[src/rtl/spike_train_tx_if.sv]
// Command and spike-bus signals of the spike train transmitter.
// master: command source / spike consumer. slave: the transmitter.
interface spike_train_tx_if #(
    parameter int GAP_W = 8,
    parameter int CNT_W = 8
);
    logic             cmd_valid;
    logic             cmd_ready;
    logic [7:0]       cmd_amp;
    logic [GAP_W-1:0] cmd_gap;
    logic [CNT_W-1:0] cmd_cnt;
    logic             abort;
    logic [7:0]       spike;
    logic             busy;
    logic             done;

    modport master (
        output cmd_valid, cmd_amp, cmd_gap, cmd_cnt, abort,
        input  cmd_ready, spike, busy, done
    );

    modport slave (
        input  cmd_valid, cmd_amp, cmd_gap, cmd_cnt, abort,
        output cmd_ready, spike, busy, done
    );
endinterface

[src/rtl/spike_train_tx.sv]
// Spike train transmitter: turns a {amp, gap, cnt} command into cnt one-cycle
// spikes of value amp, separated by gap zero cycles, on the neuron spike bus.
//
// state | meaning
// IDLE  | ready for a command, bus at zero
// FIRE  | spike cycle, bus = latched amplitude
// GAP   | zero cycles between two spikes of the same train
// DONE0 | zero-length train: done pulse only, bus stays zero
module spike_train_tx #(
    parameter int GAP_W = 8,
    parameter int CNT_W = 8
) (
    input logic              clk,
    input logic              rst,
    spike_train_tx_if.slave  bus
);
    typedef enum logic [1:0] {IDLE, FIRE, GAP, DONE0} state_t;

    state_t           state;
    logic [7:0]       amp_q;
    logic [GAP_W-1:0] gap_q;
    logic [GAP_W-1:0] gap_cnt;
    logic [CNT_W-1:0] rem;
    logic [7:0]       spike_q;
    logic             busy_q;
    logic             done_q;
    logic             accept;

    // Ready is combinational so a command can be taken the first IDLE cycle.
    assign bus.cmd_ready = (state == IDLE) && !rst;
    assign accept        = bus.cmd_valid && bus.cmd_ready;
    assign bus.spike     = spike_q;
    assign bus.busy      = busy_q;
    assign bus.done      = done_q;

    // Train sequencer; rem counts spikes still to be shown including the current one.
    always_ff @(posedge clk) begin
        if (rst) begin
            state   <= IDLE;
            amp_q   <= '0;
            gap_q   <= '0;
            gap_cnt <= '0;
            rem     <= '0;
            spike_q <= '0;
            busy_q  <= 1'b0;
            done_q  <= 1'b0;
        end else begin
            case (state)
                IDLE: begin
                    spike_q <= '0;
                    busy_q  <= 1'b0;
                    done_q  <= 1'b0;
                    if (accept) begin
                        amp_q <= bus.cmd_amp;
                        gap_q <= bus.cmd_gap;
                        rem   <= bus.cmd_cnt;
                        if (bus.cmd_cnt == '0) begin
                            state  <= DONE0;
                            done_q <= 1'b1;
                        end else begin
                            state   <= FIRE;
                            spike_q <= bus.cmd_amp;
                            busy_q  <= 1'b1;
                            done_q  <= (bus.cmd_cnt == CNT_W'(1));
                        end
                    end
                end
                FIRE: begin
                    if (bus.abort || rem == CNT_W'(1)) begin
                        state   <= IDLE;
                        spike_q <= '0;
                        busy_q  <= 1'b0;
                        done_q  <= 1'b0;
                    end else begin
                        rem <= rem - CNT_W'(1);
                        if (gap_q != '0) begin
                            state   <= GAP;
                            gap_cnt <= gap_q;
                            spike_q <= '0;
                            done_q  <= 1'b0;
                        end else begin
                            spike_q <= amp_q;
                            done_q  <= (rem == CNT_W'(2));
                        end
                    end
                end
                GAP: begin
                    if (bus.abort) begin
                        state   <= IDLE;
                        spike_q <= '0;
                        busy_q  <= 1'b0;
                        done_q  <= 1'b0;
                    end else if (gap_cnt == GAP_W'(1)) begin
                        state   <= FIRE;
                        spike_q <= amp_q;
                        done_q  <= (rem == CNT_W'(1));
                    end else begin
                        gap_cnt <= gap_cnt - GAP_W'(1);
                    end
                end
                DONE0: begin
                    state   <= IDLE;
                    spike_q <= '0;
                    busy_q  <= 1'b0;
                    done_q  <= 1'b0;
                end
                default: begin
                    state   <= IDLE;
                    spike_q <= '0;
                    busy_q  <= 1'b0;
                    done_q  <= 1'b0;
                end
            endcase
        end
    end
endmodule

[src/flat_wrapper.sv]
// flat-port wrapper written by rule: the top's interface ports become plain ports
module spike_train_tx_flat 
#(
    parameter int GAP_W = 8,
    parameter int CNT_W = 8
)
  (clk, rst, bus_cmd_valid, bus_cmd_amp, bus_cmd_gap, bus_cmd_cnt, bus_abort, bus_cmd_ready, bus_spike, bus_busy, bus_done);
  spike_train_tx_if #(.GAP_W(GAP_W), .CNT_W(CNT_W)) bus_i ();
  input logic clk;
  input logic rst;
  input wire logic [$bits(bus_i.cmd_valid)-1:0] bus_cmd_valid;
  input wire logic [$bits(bus_i.cmd_amp)-1:0] bus_cmd_amp;
  input wire logic [$bits(bus_i.cmd_gap)-1:0] bus_cmd_gap;
  input wire logic [$bits(bus_i.cmd_cnt)-1:0] bus_cmd_cnt;
  input wire logic [$bits(bus_i.abort)-1:0] bus_abort;
  output wire logic [$bits(bus_i.cmd_ready)-1:0] bus_cmd_ready;
  output wire logic [$bits(bus_i.spike)-1:0] bus_spike;
  output wire logic [$bits(bus_i.busy)-1:0] bus_busy;
  output wire logic [$bits(bus_i.done)-1:0] bus_done;
  assign bus_i.cmd_valid = bus_cmd_valid;
  assign bus_i.cmd_amp = bus_cmd_amp;
  assign bus_i.cmd_gap = bus_cmd_gap;
  assign bus_i.cmd_cnt = bus_cmd_cnt;
  assign bus_i.abort = bus_abort;
  assign bus_cmd_ready = bus_i.cmd_ready;
  assign bus_spike = bus_i.spike;
  assign bus_busy = bus_i.busy;
  assign bus_done = bus_i.done;
  spike_train_tx #(.GAP_W(GAP_W), .CNT_W(CNT_W)) u_core (.clk(clk), .rst(rst), .bus(bus_i));
endmodule
[config.mk]
export PLATFORM = sky130hd
export DESIGN_NAME = spike_train_tx_flat
export DESIGN_NICKNAME = d
export VERILOG_FILES = /design/src/rtl/spike_train_tx_if.sv /design/src/rtl/spike_train_tx.sv /design/src/flat_wrapper.sv
export SDC_FILE = /design/constraint.sdc
export NUM_CORES = 1
export LEC_CHECK = 0
export ABC_AREA = 1
export CORE_MARGIN = 2
export CORE_UTILIZATION = 46
export DETAILED_ROUTE_END_ITERATION = 7
export PLACE_DENSITY_LB_ADDON = 0.3
export SLEW_MARGIN = 15
export SYNTH_ARGS = -nofsm -noshare
export SYNTH_HDL_FRONTEND = slang
export SYNTH_SLANG_ARGS = --single-unit
[constraint.sdc]
create_clock -name clk -period 3.6 [get_ports clk]
set_clock_uncertainty 0.2 [all_clocks]
set_input_delay 0.72 -clock clk [delete_from_list [all_inputs] [get_ports clk]]
set_output_delay 0.72 -clock clk [all_outputs]
set_load 0.01 [all_outputs]
==> flow_summary.json <==
{
  "run_status": "completed",
  "mappedNetlistNets": 442,
  "detail_route.iter0.violations": 195,
  "numCtsBuffers": 5,
  "fp.dieH_um": 78.3,
  "ctsResizeCount": 0,
  "synth_sequential_area_ratio": 0.347,
  "dp_hpwl_mm": 4.40,
  "route.final.wire_length_mm": 6.03,
  "vdd_drop_max_uv": 382,
  "syn-cell-area_um2": 2540,
  "critical_path_peak_fanout": 4,
  "clockBufferDepth": 2,
  "synth-seq-cells": 44,
  "diodes": 0,
  "worst-endpoint-required_ps": 2680,
  "avgViaCountPerCell": 5.06,
  "path_clk_slew_ps": 90,
  "maxClockFrequency_ghz": 0.353,
  "critical_path.most_common_cell": "sky130_fd_sc_hd__clkdlybuf4s50_1",
  "r2r_setup_slack_ps": 1190,
  "gp_congestion": 0.849,
  "syn_to_final_growth_pct": 19.6,
  "synth_flop_cell": "sky130_fd_sc_hd__dfxtp_1",
  "final.fill_count": 564,
  "finalCritPeriodShare": 0.787,
  "timing.critical_path.slowest_cell_delay_ps": 560,
  "io_buffer_count": 38,
  "r2r_cells": 9,
  "worstPathBufferInverterCount": 2,
  "cell_count_after_synthesis": 409,
  "cell_type_group_with_the_largest_total_delay_on_the_critical_path": "buffers and inverters",
  "holdCritStartpoint": "u_core.amp_q[5]$_SDFFE_PP0P_",
  "max_slew.worst_pin.slew_ps": 829,
  "grt_antenna_before_repair": 0,
  "cpMaxStageDelayCell": "sky130_fd_sc_hd__clkdlybuf4s50_1",
  "fin_total_pwr_uw": 2090,
  "whs_path_depth": 2,
  "design.final.nets": 477,
  "worst_min_path_class": "reg -> reg",
  "clock_tree.htree_level_count": 2,
  "grt_setup_unrepaired": "false",
  "syn_area_per_cell_um2": 6.20,
  "post-place-ws_ps": 769,
  "floorplan.die_area_um2": 6120,
  "timing.final.hold_violations": 0,
  "maxCapViolations": 0,
  "totalNegativeSetupSlack_ps": 0,
  "asyncSetResetFlopFracSynth": 0,
  "synth-warning-count": 0,
  "final_cell_mix": "sky130_fd_sc_hd__nand2_1, sky130_fd_sc_hd__nor2_1, sky130_fd_sc_hd__nand3_1, sky130_fd_sc_hd__dfxtp_1, sky130_fd_sc_hd__inv_1",
  "cts_tree": "done",
  "leftover_overflow_at_the_end_of_global_routing": 0,
  "vias": 2614,
  "worst_slack_ps": 766,
  "clk_root_buffer_cell": "sky130_fd_sc_hd__clkbuf_8",
  "top_level_ports": 39,
  "rows": 27,
  "holdBufCountCts": 0,
  "max_slew_margin": 0.447,
  "mostFrequentLayoutCell": "sky130_fd_sc_hd__nand2_1",
  "first_pass_iters": 6,
  "cp-end-kind": "output port",
  "cts_setup_buffers": 0,
  "worst_ep_arrival_time_ps": 1910,
  "detail-route-antenna-nets": 0,
  "finalMaxSlewViolations": 0,
  "rr_endpoint": "u_core.gap_cnt[7]$_SDFFE_PP0P_",
  "grt_use_total": 0.203,
  "largest_net_degree_at_the_start_of_global_routing": 27,
  "setup.worst_path.start_class": "input pin",
  "first_pass_grt_wire_length_mm": 10.2,
  "setup-violations-final": 0,
  "crit_chain": "clkdlybuf4s50_1 > nor2_2 > clkdlybuf4s50_1",
  "first_global_vias": 2377,
  "clock_latency_ps": 290,
  "fp.dieW_um": 78.3,
  "post_route_cells_drive_above_1_share": 0.0674,
  "route.detailed.wl_per_inst_um": 11.7,
  "p_per_area_nw_per_um2": 688,
  "initial_core_utilization": 0.469,
  "remaining_drc_errors": 0,
  "worst-setup-path-type": "in -> out",
  "coreArea_um2": 5410,
  "netlist-cell-type-count": 27,
  "worstHoldEndpoint": "u_core.amp_q[5]$_SDFFE_PP0P_",
  "synth_edf_count": 0,
  "p_leak_uw": 0.00138,
  "cts.sinks": 44,
  "final.min_clock_period_ps": 2830,
  "critical_path.reg2reg.startpoint": "u_core.state[1]$_SDFFE_PP0P_"
}
==> how the worst max path moves through the flow <==
stage | startpoint | endpoint | slack [ps] | cells past startpoint
2_1_floorplan | rst | bus_cmd_ready | 1760 | 1
3_3_place_gp | rst | bus_cmd_ready | 780 | 3
3_5_place_dp | rst | bus_cmd_ready | 770 | 3
4_1_cts | rst | bus_cmd_ready | 760 | 3
5_1_grt | rst | bus_cmd_ready | 700 | 3
6_report | rst | bus_cmd_ready | 770 | 3
==> power by group <==
group / switching, uW / leakage [uW] / internal [uW]
sequential: 107 / 0.000360 / 609
combinational: 663 / 0.000977 / 391
clock: 181 / 0.0000445 / 138
total: 951 / 0.00138 / 1140
==> worst min-delay path: stages (launching register included) <==
cell	delay, ps
sky130_fd_sc_hd__dfxtp_1	320
sky130_fd_sc_hd__nand2_1	60
sky130_fd_sc_hd__a21oi_1	50
==> logic make-up (layout without fill, tap and decap cells) <==
family                     after synthesis  after routing  synth area share
and+or+nand+nor                        239            239             0.400
buffers and inverters                   60             96             0.103
AOI/OAI and AO/OA                       59             59             0.118
DFF                                     44             44             0.347
adders and majority gates                5              5            0.0247
xor gates and xnor gates                 2              2           0.00691
==> area by class of cell <==
| cell class | instances | area, um2 | area share |
|---|---|---|---|
| clock buffer | 5 | 68.8 | 0.0227 |
| clock inverter | 3 | 21.3 | 0.00701 |
| inverter | 47 | 176 | 0.0581 |
| multi-input combinational | 305 | 1390 | 0.459 |
| sequential | 44 | 881 | 0.290 |
| tap | 72 | 90.1 | 0.0297 |
| timing repair buffer | 41 | 403 | 0.133 |
==> registers in the layout, indices dropped and copies added, names as in the netlist <==
name,cells
u_core.bus.busy,1
u_core.amp_q,8
u_core.gap_q,8
u_core.bus.done,1
u_core.state,2
u_core.rem,8
u_core.bus.spike,8
u_core.gap_cnt,8
==> Yosys cell counts (all sizes together) (4+ instances only) <==
cell,count,area [um2]
inv,46,173
a21oi,31,155
nand4,5,31.3
nand3,45,230
ha,5,62.6
clkbuf,4,15.0
dfxtp,44,881
buf,9,70.1
nand2,106,405
o21ai,28,144
nor2,77,309
==> per-stage QoR <==
step | area (um2) | util | std cells | hold slack [ps]
after floorplan | 2540 | - | 409 | 238
after global placement | 2940 | 0.545 | 509 | 252
after detailed placement | 2940 | 0.545 | 509 | 256
after CTS | 3030 | 0.561 | 517 | 271
after global routing | 3030 | 0.561 | 517 | 296
final | 3030 | 0.561 | 517 | 268
==> routing by layer <==
| metal | vias up | GRT usage | routed length (um) |
|---|---|---|---|
| li1 | 1369 | - | - |
| met1 | 1181 | 0.263 | 2830 |
| met5 | - | 0 | 0 |
| met4 | 0 | 0.0579 | 69 |
| met2 | 57 | 0.352 | 2850 |
| met3 | 7 | 0.0322 | 273 |
Note: power is estimated with default switching activity, not from simulation.
